--- config.mk ---
export PLATFORM = sky130hd
export DESIGN_NAME = uart_rx_deserializer
export DESIGN_NICKNAME = d
export VERILOG_FILES = /design/src/rtl/uart_pkg.sv /design/src/rtl/sync_2ff.sv /design/src/rtl/uart_rx_deserializer.sv
export SDC_FILE = /design/constraint.sdc
export NUM_CORES = 1
export LEC_CHECK = 0
export CORE_MARGIN = 5
export CORE_UTILIZATION = 50
export CTS_CLUSTER_SIZE = 10
export DETAILED_ROUTE_END_ITERATION = 16
export PLACE_DENSITY = 0.74
export SYNTH_ARGS = -nofsm -noshare
export SYNTH_HDL_FRONTEND = slang
export SYNTH_SLANG_ARGS = --single-unit
--- constraint.sdc ---
create_clock -name clk -period 2.7 [get_ports clk]
set_input_delay 0.405 -clock clk [delete_from_list [all_inputs] [get_ports clk]]
set_output_delay 0.405 -clock clk [all_outputs]
set_load 0.01 [all_outputs]
--- src/rtl/uart_pkg.sv ---
// Shared UART definitions: receiver FSM states, default bit timing and the
// ASCII line-ending constants also used by the command state machine.
package uart_pkg;

    typedef enum logic [2:0] {
        IDLE,
        START,
        DATA,
        STOP,
        WAIT_HIGH
    } rx_state_t;

    // 100 MHz system clock at 115200 baud
    localparam int DEFAULT_CLKS_PER_BIT = 868;

    localparam logic [7:0] ASCII_CR = 8'd13;
    localparam logic [7:0] ASCII_LF = 8'd10;

endpackage

--- src/rtl/sync_2ff.sv ---
// Single-bit two-flop synchroniser for bringing an asynchronous pin into the
// clk domain; both flops reset to RESET_VALUE.
module sync_2ff #(
    parameter logic RESET_VALUE = 1'b1
) (
    input  logic clk,
    input  logic rst,
    input  logic d,
    output logic q
);

    logic meta;

    always_ff @(posedge clk) begin
        if (rst) begin
            meta <= RESET_VALUE;
            q    <= RESET_VALUE;
        end else begin
            meta <= d;
            q    <= meta;
        end
    end

endmodule

--- src/rtl/uart_rx_deserializer.sv ---
// 8N1 UART receiver: synchronises the line, qualifies the start bit, takes a
// 3-sample majority vote at each bit centre and flags framing errors.
module uart_rx_deserializer
    import uart_pkg::*;
#(
    parameter int CLKS_PER_BIT = DEFAULT_CLKS_PER_BIT,
    parameter int CNT_W        = $clog2(CLKS_PER_BIT)
) (
    input  logic       clk,
    input  logic       rst,
    input  logic       i_Rx_Serial,
    output logic       o_Rx_DV,
    output logic [7:0] o_Rx_Byte,
    output logic       o_Rx_FE,
    output logic       o_Rx_Busy
);

    localparam logic [CNT_W-1:0] HALF_M1 = CNT_W'(CLKS_PER_BIT / 2 - 1);
    localparam logic [CNT_W-1:0] FULL_M1 = CNT_W'(CLKS_PER_BIT - 1);

    rx_state_t        state;
    logic             rx_s;
    logic [2:0]       hist;
    logic             maj;
    logic [CNT_W-1:0] cnt;
    logic [2:0]       bit_idx;
    logic [7:0]       shift;

    sync_2ff #(
        .RESET_VALUE(1'b1)
    ) u_sync (
        .clk(clk),
        .rst(rst),
        .d  (i_Rx_Serial),
        .q  (rx_s)
    );

    assign maj       = (hist[0] & hist[1]) | (hist[0] & hist[2]) | (hist[1] & hist[2]);
    assign o_Rx_Busy = (state != IDLE);

    always_ff @(posedge clk) begin
        if (rst) begin
            state     <= IDLE;
            hist      <= 3'b111;
            cnt       <= '0;
            bit_idx   <= '0;
            shift     <= '0;
            o_Rx_Byte <= '0;
            o_Rx_DV   <= 1'b0;
            o_Rx_FE   <= 1'b0;
        end else begin
            hist    <= {hist[1:0], rx_s};
            o_Rx_DV <= 1'b0;
            o_Rx_FE <= 1'b0;
            case (state)
                IDLE: begin
                    cnt     <= '0;
                    bit_idx <= '0;
                    if (!rx_s) begin
                        state <= START;
                    end
                end
                // A start bit that is no longer low at its centre was a glitch
                START: begin
                    if (cnt == HALF_M1) begin
                        cnt     <= '0;
                        bit_idx <= '0;
                        state   <= maj ? IDLE : DATA;
                    end else begin
                        cnt <= cnt + CNT_W'(1);
                    end
                end
                DATA: begin
                    if (cnt == FULL_M1) begin
                        shift[bit_idx] <= maj;
                        cnt            <= '0;
                        if (bit_idx == 3'd7) begin
                            state <= STOP;
                        end else begin
                            bit_idx <= bit_idx + 3'd1;
                        end
                    end else begin
                        cnt <= cnt + CNT_W'(1);
                    end
                end
                // Leaving mid stop bit lets the next start edge be caught with no gap
                STOP: begin
                    if (cnt == FULL_M1) begin
                        cnt <= '0;
                        if (maj) begin
                            o_Rx_Byte <= shift;
                            o_Rx_DV   <= 1'b1;
                            state     <= IDLE;
                        end else begin
                            o_Rx_FE <= 1'b1;
                            state   <= WAIT_HIGH;
                        end
                    end else begin
                        cnt <= cnt + CNT_W'(1);
                    end
                end
                WAIT_HIGH: begin
                    if (rx_s) begin
                        state <= IDLE;
                    end
                end
                default: begin
                    state <= IDLE;
                end
            endcase
        end
    end

endmodule

* Word level (Yosys, flattened, before mapping)
Index checks and enable logic that the tools add are counted.
** Word-level totals
- Register bits :: 39
- Latch bits :: 0
- Memory bits (writable) :: 0
- Bits in read-only memories :: 0
- Input bits :: 3
- Output and inout bits :: 11
- Logic and storage cells :: 67
- Memories :: 0
** Cells by class
- Add/subtract/negate cells :: 2
- Multiply operators :: 0
- Divide/modulo/power cells :: 0
- $lt $le $gt $ge :: 2
- Equality and inequality tests :: 14
- Shifts and indexed selects :: 0
- Multiplexer cells :: 21
- Bitwise gates (word level) :: 7
- Reduce and logical (&&, ||, !) cells :: 11
** Operators by type and width (count)
- $mux 3 :: 10
- $pmux 10 s3 :: 1
- $mux 10 :: 2
- $pmux 3 s5 :: 1
- $ne 2x2->1 const B :: 6
- $add 10x1->10 const B :: 1
- $eq 10x10->1 const B :: 1
- $eq 10x9->1 const B :: 1
- $pmux 3 s3 :: 1
- $reduce_bool 3->1 :: 3
- $bwmux 8 :: 1
- $eq 3x2->1 const B :: 2
- $eq 3x3->1 const B :: 2
- $reduce_and 6->1 :: 1
- $lt 3x4->1 const B :: 1
- $reduce_and 4->1 :: 1
- $add 3x1->3 const B :: 1
- $and 1x1->1 :: 3
- $demux 1 s3 :: 1
- $eq 3x1->1 const B :: 1
- $ge 3x1->1 const B :: 1
- $logic_not 3->1 :: 1
- $mux 1 :: 3
- $reduce_and 3->1 :: 1
- 8 further kinds :: 10

* Longest topological paths before layout
Gate-level depths: netlist of run 1.
- Depth after elaboration :: 6
- Mapped depth :: 7
- Gate-level depth less buffers :: 7

* Modules after synthesis
A second synthesis of run 1 with hierarchy kept.
** Second synthesis, totals
- Cell total of the unflattened synthesis :: 226
- Area total of the unflattened synthesis :: 2001.9 um^2
** By module, submodules not included
- uart_rx_deserializer :: times used 1, cells an instance 222, area each 1949.4 um^2, sequential area each 740.7 um^2
- sync_2ff :: times used 1, cells an instance 4, area each 52.6 um^2, sequential area each 40.0 um^2

* Worst setup path before layout of run 1
No wires, ideal clock.
- Path type :: register to register
- Start :: register cnt[5]
- End :: register shift[2]
- Setup time :: 0.072 ns
- Data arrival time :: 2.015 ns
- Data required time :: 2.628 ns
- Setup slack :: 0.614 ns
- Stages on the path, launching flop included :: 7
- Path buffers :: 1
- Period minus slack after synthesis :: 2.086 ns
- Cell sequence :: dfxtp_1 or3b_4 nor4b_4 buf_6 or3b_4 nor3b_2 mux2i_1
** On the way
- Cells in the longest elaborated chain, start to end :: 2
** Ends and longest elaborated chain
- from (decl) :: line uart_rx_deserializer.sv:25 : logic [CNT_W-1:0] cnt;
- from (signal assigned) :: line uart_rx_deserializer.sv:70 : cnt <= cnt + CNT_W'(1);
- from (signal assigned) :: line uart_rx_deserializer.sv:83 : cnt <= cnt + CNT_W'(1);
- from (signal assigned) :: line uart_rx_deserializer.sv:99 : cnt <= cnt + CNT_W'(1);
- $eq 10x10->1 :: line uart_rx_deserializer.sv:74 : if (cnt == FULL_M1) begin
- $reduce_and 2->1 (no source line)
- to (signal, indexed assignment) :: line uart_rx_deserializer.sv:75 : shift[bit_idx] <= maj;
- to (decl) :: line uart_rx_deserializer.sv:27 : logic [7:0] shift;
No other way between the ends.
A chain may end at the register's enable or synchronous reset.

* Final worst setup path of run 1
- Start :: register cnt[5]
- End :: register o_Rx_Byte[6]
** On the way
- Cells in the longest elaborated chain, start to end :: 2
** Ends and longest elaborated chain
- $eq 10x10->1 :: line uart_rx_deserializer.sv:88 : if (cnt == FULL_M1) begin
- $reduce_and 3->1 (no source line)
- to (signal assigned) :: line uart_rx_deserializer.sv:91 : o_Rx_Byte <= shift;
- to (decl) :: line uart_rx_deserializer.sv:13 : output logic [7:0] o_Rx_Byte,
No other way between the ends.

==> flow_summary.ini, run 1 <==
[run_status]
status = finished, final reports clean

[yosys]
syn_inst = 203
synthAdderAreaFrac_pct = 3.27
synth_xor_area_share_pct = 0.477
synth_seq_cells = 39
synth_area_um2 = 1840
yosys_warnings = 0
synth_nets = 210
synth_compound_area_share_pct = 9.54
yosysSeqAreaShare_pct = 42.5
synth_top_family_by_area = simple AND/OR/NAND/NOR gates
ys_types = 43
synthMuxAreaShare_pct = 8.73
synth_area_per_cell_um2 = 9.04
synthSimpleGateAreaFrac_pct = 31.6

[final_layout]
diodes = 0
postLayoutCellArea_um2 = 2090
nFillCells = 334
multiInputGateArea_um2 = 983
area_growth_pct = 14.1
final_nets = 221
fin_util_pct = 58.1
drive_above_1_share_pct = 10.7
seq_area_um2 = 781

[floorplanning]
fp.dieH_um = 70.6
num_io_pins = 14
dieArea_um2 = 4980
start_util_pct = 50.9
die_w_um = 70.6
num_rows = 22
core_um2 = 3610

[cts]
cts_setup_buffers = 0
cts_resized = 0
clock-sinks = 39
cts_tree = done
cts_made_buffers = 5
root_buffer = clkbuf_8
cts_hold_buffers = 0
clk_latency_ns = 0.29
clkTransAtPathRegs_ns = 0.07
clockBufferDepth = 2
htree_levels = 2

[timing]
tightest_slew_ns = 0.707
whs_ns = 0.412
maxSlewHeadroom_pct = 52.8
fin_crit_sh_pct = 85.5
clock.fmax_ghz = 0.433
finalSetupViolCount = 0
fin_setup_tns_ns = 0
hold_viol_final = 0
drv_slew = 0
grt_setup_unrepaired = false
skew_ns = 0.00545
fin_crit_ns = 2.31

[setup_path]
r2r_slack_ns = 0.39
cp.arrival_ns = 2.48
crit_path_end = o_Rx_Byte[6]$_SDFFE_PP0P_
cp-end-kind = flip-flop
rr_endpoint = o_Rx_Byte[6]$_SDFFE_PP0P_
rr_worst_depth = 5
worstPathMaxFanout = 8
worstSetupStartpoint = cnt[5]$_SDFFE_PP0P_
worst_setup_path_start_kind = flip-flop
worstPathRequired_ns = 2.87
worstSetupPathType = reg2reg
reg2reg_from = cnt[5]$_SDFFE_PP0P_

[routing]
first_pass_iters = 4
routed_wl_mm = 3.36
dr_total_vias = 1397
postRouteAntennaNets = 0
drcViolationCount = 0
wl_per_cell_um = 12.8
vias_per_cell = 5.33
drt_iter0_drc = 100

[power_and_ir_drop]
fin_total_pwr_mw = 1.08
p_leak_nw = 0.784
power_density_nw_per_um2 = 514
ir_worst_vdd_mv = 0.255

[global_routing]
overflow = 0
antenna_found_initial = 0
grtUsageTotal_pct = 14.9
grt_max_degree = 34
grt_pass1_wl_mm = 5.93
grt_pass1_vias = 1271

[place]
place_area_um2 = 1990
place_congestion = 0.823
post-dp-hpwl_mm = 2.31
io_buffer_count = 13

[flow_run]
max_cap_viol_count = 0

[hold_path]
hp-class = reg2reg
-- state kept, by name, indices dropped and copies added, names as in the netlist --
register	flops
shift	8
o_Rx_FE	1
o_Rx_DV	1
cnt	10
hist	3
u_sync.q	1
u_sync.meta	1
o_Rx_Byte	8
bit_idx	3
state	3
-- logic make-up after synthesis --
logic type / count (synthesis)
compound gates: 26
mux: 16
fa+ha+maj: 5
flops: 39
simple gates: 100
buf+inv: 16
xor+xnor: 1
-- routing by layer --
layer	wire length [µm]	global-route usage [%]
met5	0	0
met4	50	6.26
met3	112	4.69
met2	1500	22.0
met1	1700	20.1
-- cell usage after synthesis --
master     number  area share, %
o32a_1          1           0.55
nor3b_1         1           0.41
and2_1          1           0.34
or3b_4          2            1.2
maj3_1          1           0.55
nor2_1         24            4.9
xor2_1          1           0.48
nor4b_4         1            1.3
nand4b_1        2           0.95
inv_1           4           0.82
nand2b_1       11            3.7
ha_1            4            2.7
or3_1           4            1.4
buf_6           1           0.61
o21ai_0         6            1.6
and4_1          1           0.48
mux2i_1        16            8.7
buf_4           1           0.41
nor3b_2         2            1.4
nand3b_1        3            1.2
a211oi_1        2           0.82
a2bb2oi_1       1           0.48
clkbuf_1        9            1.8
dfxtp_1        39             43
nor4_1          2           0.68
nand3_1        11            3.0
buf_1           1           0.20
a221oi_1        1           0.48
o32ai_2         1           0.89
a21oi_1         6            1.6
nand2_1        16            3.3
or3b_2          2           0.95
or2_2           5            1.7
o31ai_1         1           0.41
and3b_1         1           0.48
o22ai_1         1           0.34
and3_1          2           0.68
a31oi_1         3            1.0
nor3_1          6            1.6
a32oi_1         1           0.48
a22oi_1         2           0.82
nor4_4          1            1.2
nor2b_1         2           0.68
-- cell usage in the layout, fill, tap and decap left out, types with 3 or more instances in the layout --
master / synthesis / routed
a21oi_1: 6 / 6
a31oi_1: 3 / 3
buf_4: 1 / 3
clkbuf_8: 0 / 5
clkdlybuf4s50_1: 0 / 13
dfxtp_1: 39 / 39
ha_1: 4 / 4
inv_1: 4 / 4
mux2i_1: 16 / 16
nand2_1: 16 / 16
nand2b_1: 11 / 11
nand3_1: 11 / 11
nand3b_1: 3 / 3
nor2_1: 24 / 24
nor3_1: 6 / 6
o21ai_0: 6 / 6
or2_2: 5 / 5
or3_1: 4 / 4
-- worst max-delay path: stages (launching register included) --
cell	delay (ns)
dfxtp_1	0.42
or3b_4	0.44
nor4b_4	0.43
nand3_1	0.52
mux2i_1	0.32
nor2_1	0.06
-- where the power goes --
group          total, mW  switching (mW)  leakage (nW)  internal [mW]
Combinational     0.0386          0.0227         0.418         0.0159
Clock              0.457           0.187        0.0513          0.271
Sequential         0.582         0.00324         0.315          0.579
-- metrics by stage --
stage          setup slack [ns]  std cells
6_report                  0.392        262
5_1_grt                   0.196        262
4_1_cts                   0.366        262
3_5_place_dp              0.380        255
3_3_place_gp              0.464        255
2_1_floorplan             0.614        203
-- worst min-delay path by stage --
| stage | startpoint | depth (start not counted) | slack [ns] | to |
|---|---|---|---|---|
| after floorplan | u_sync.meta$_SDFF_PP1_ | 1 | 0.39 | u_sync.q$_SDFF_PP1_ |
| after global placement | u_sync.meta$_SDFF_PP1_ | 1 | 0.40 | u_sync.q$_SDFF_PP1_ |
| after detailed placement | u_sync.meta$_SDFF_PP1_ | 1 | 0.40 | u_sync.q$_SDFF_PP1_ |
| final | u_sync.meta$_SDFF_PP1_ | 1 | 0.41 | u_sync.q$_SDFF_PP1_ |
| after global routing | u_sync.meta$_SDFF_PP1_ | 1 | 0.42 | u_sync.q$_SDFF_PP1_ |
| after CTS | u_sync.meta$_SDFF_PP1_ | 1 | 0.41 | u_sync.q$_SDFF_PP1_ |
-- area by class of cell --
cell class	count	area share, %
Tap cell	48	2.87
Multi-Input combinational cell	148	47.0
Inverter	4	0.717
Timing Repair Buffer	16	7.29
Clock inverter	1	1.43
Sequential cell	39	37.3
Clock buffer	6	3.46
Power figures use the tool's default switching activity.
==> run 2: changes to the inputs <==
--- a/config.mk
+++ b/config.mk
@@ -13,3 +13,4 @@
 export SYNTH_ARGS = -nofsm -noshare
 export SYNTH_HDL_FRONTEND = slang
 export SYNTH_SLANG_ARGS = --single-unit
+export TNS_END_PERCENT = 30
==> results of run 2 <==
No change in the layout: final DEF, timing and power equal those of run 1.
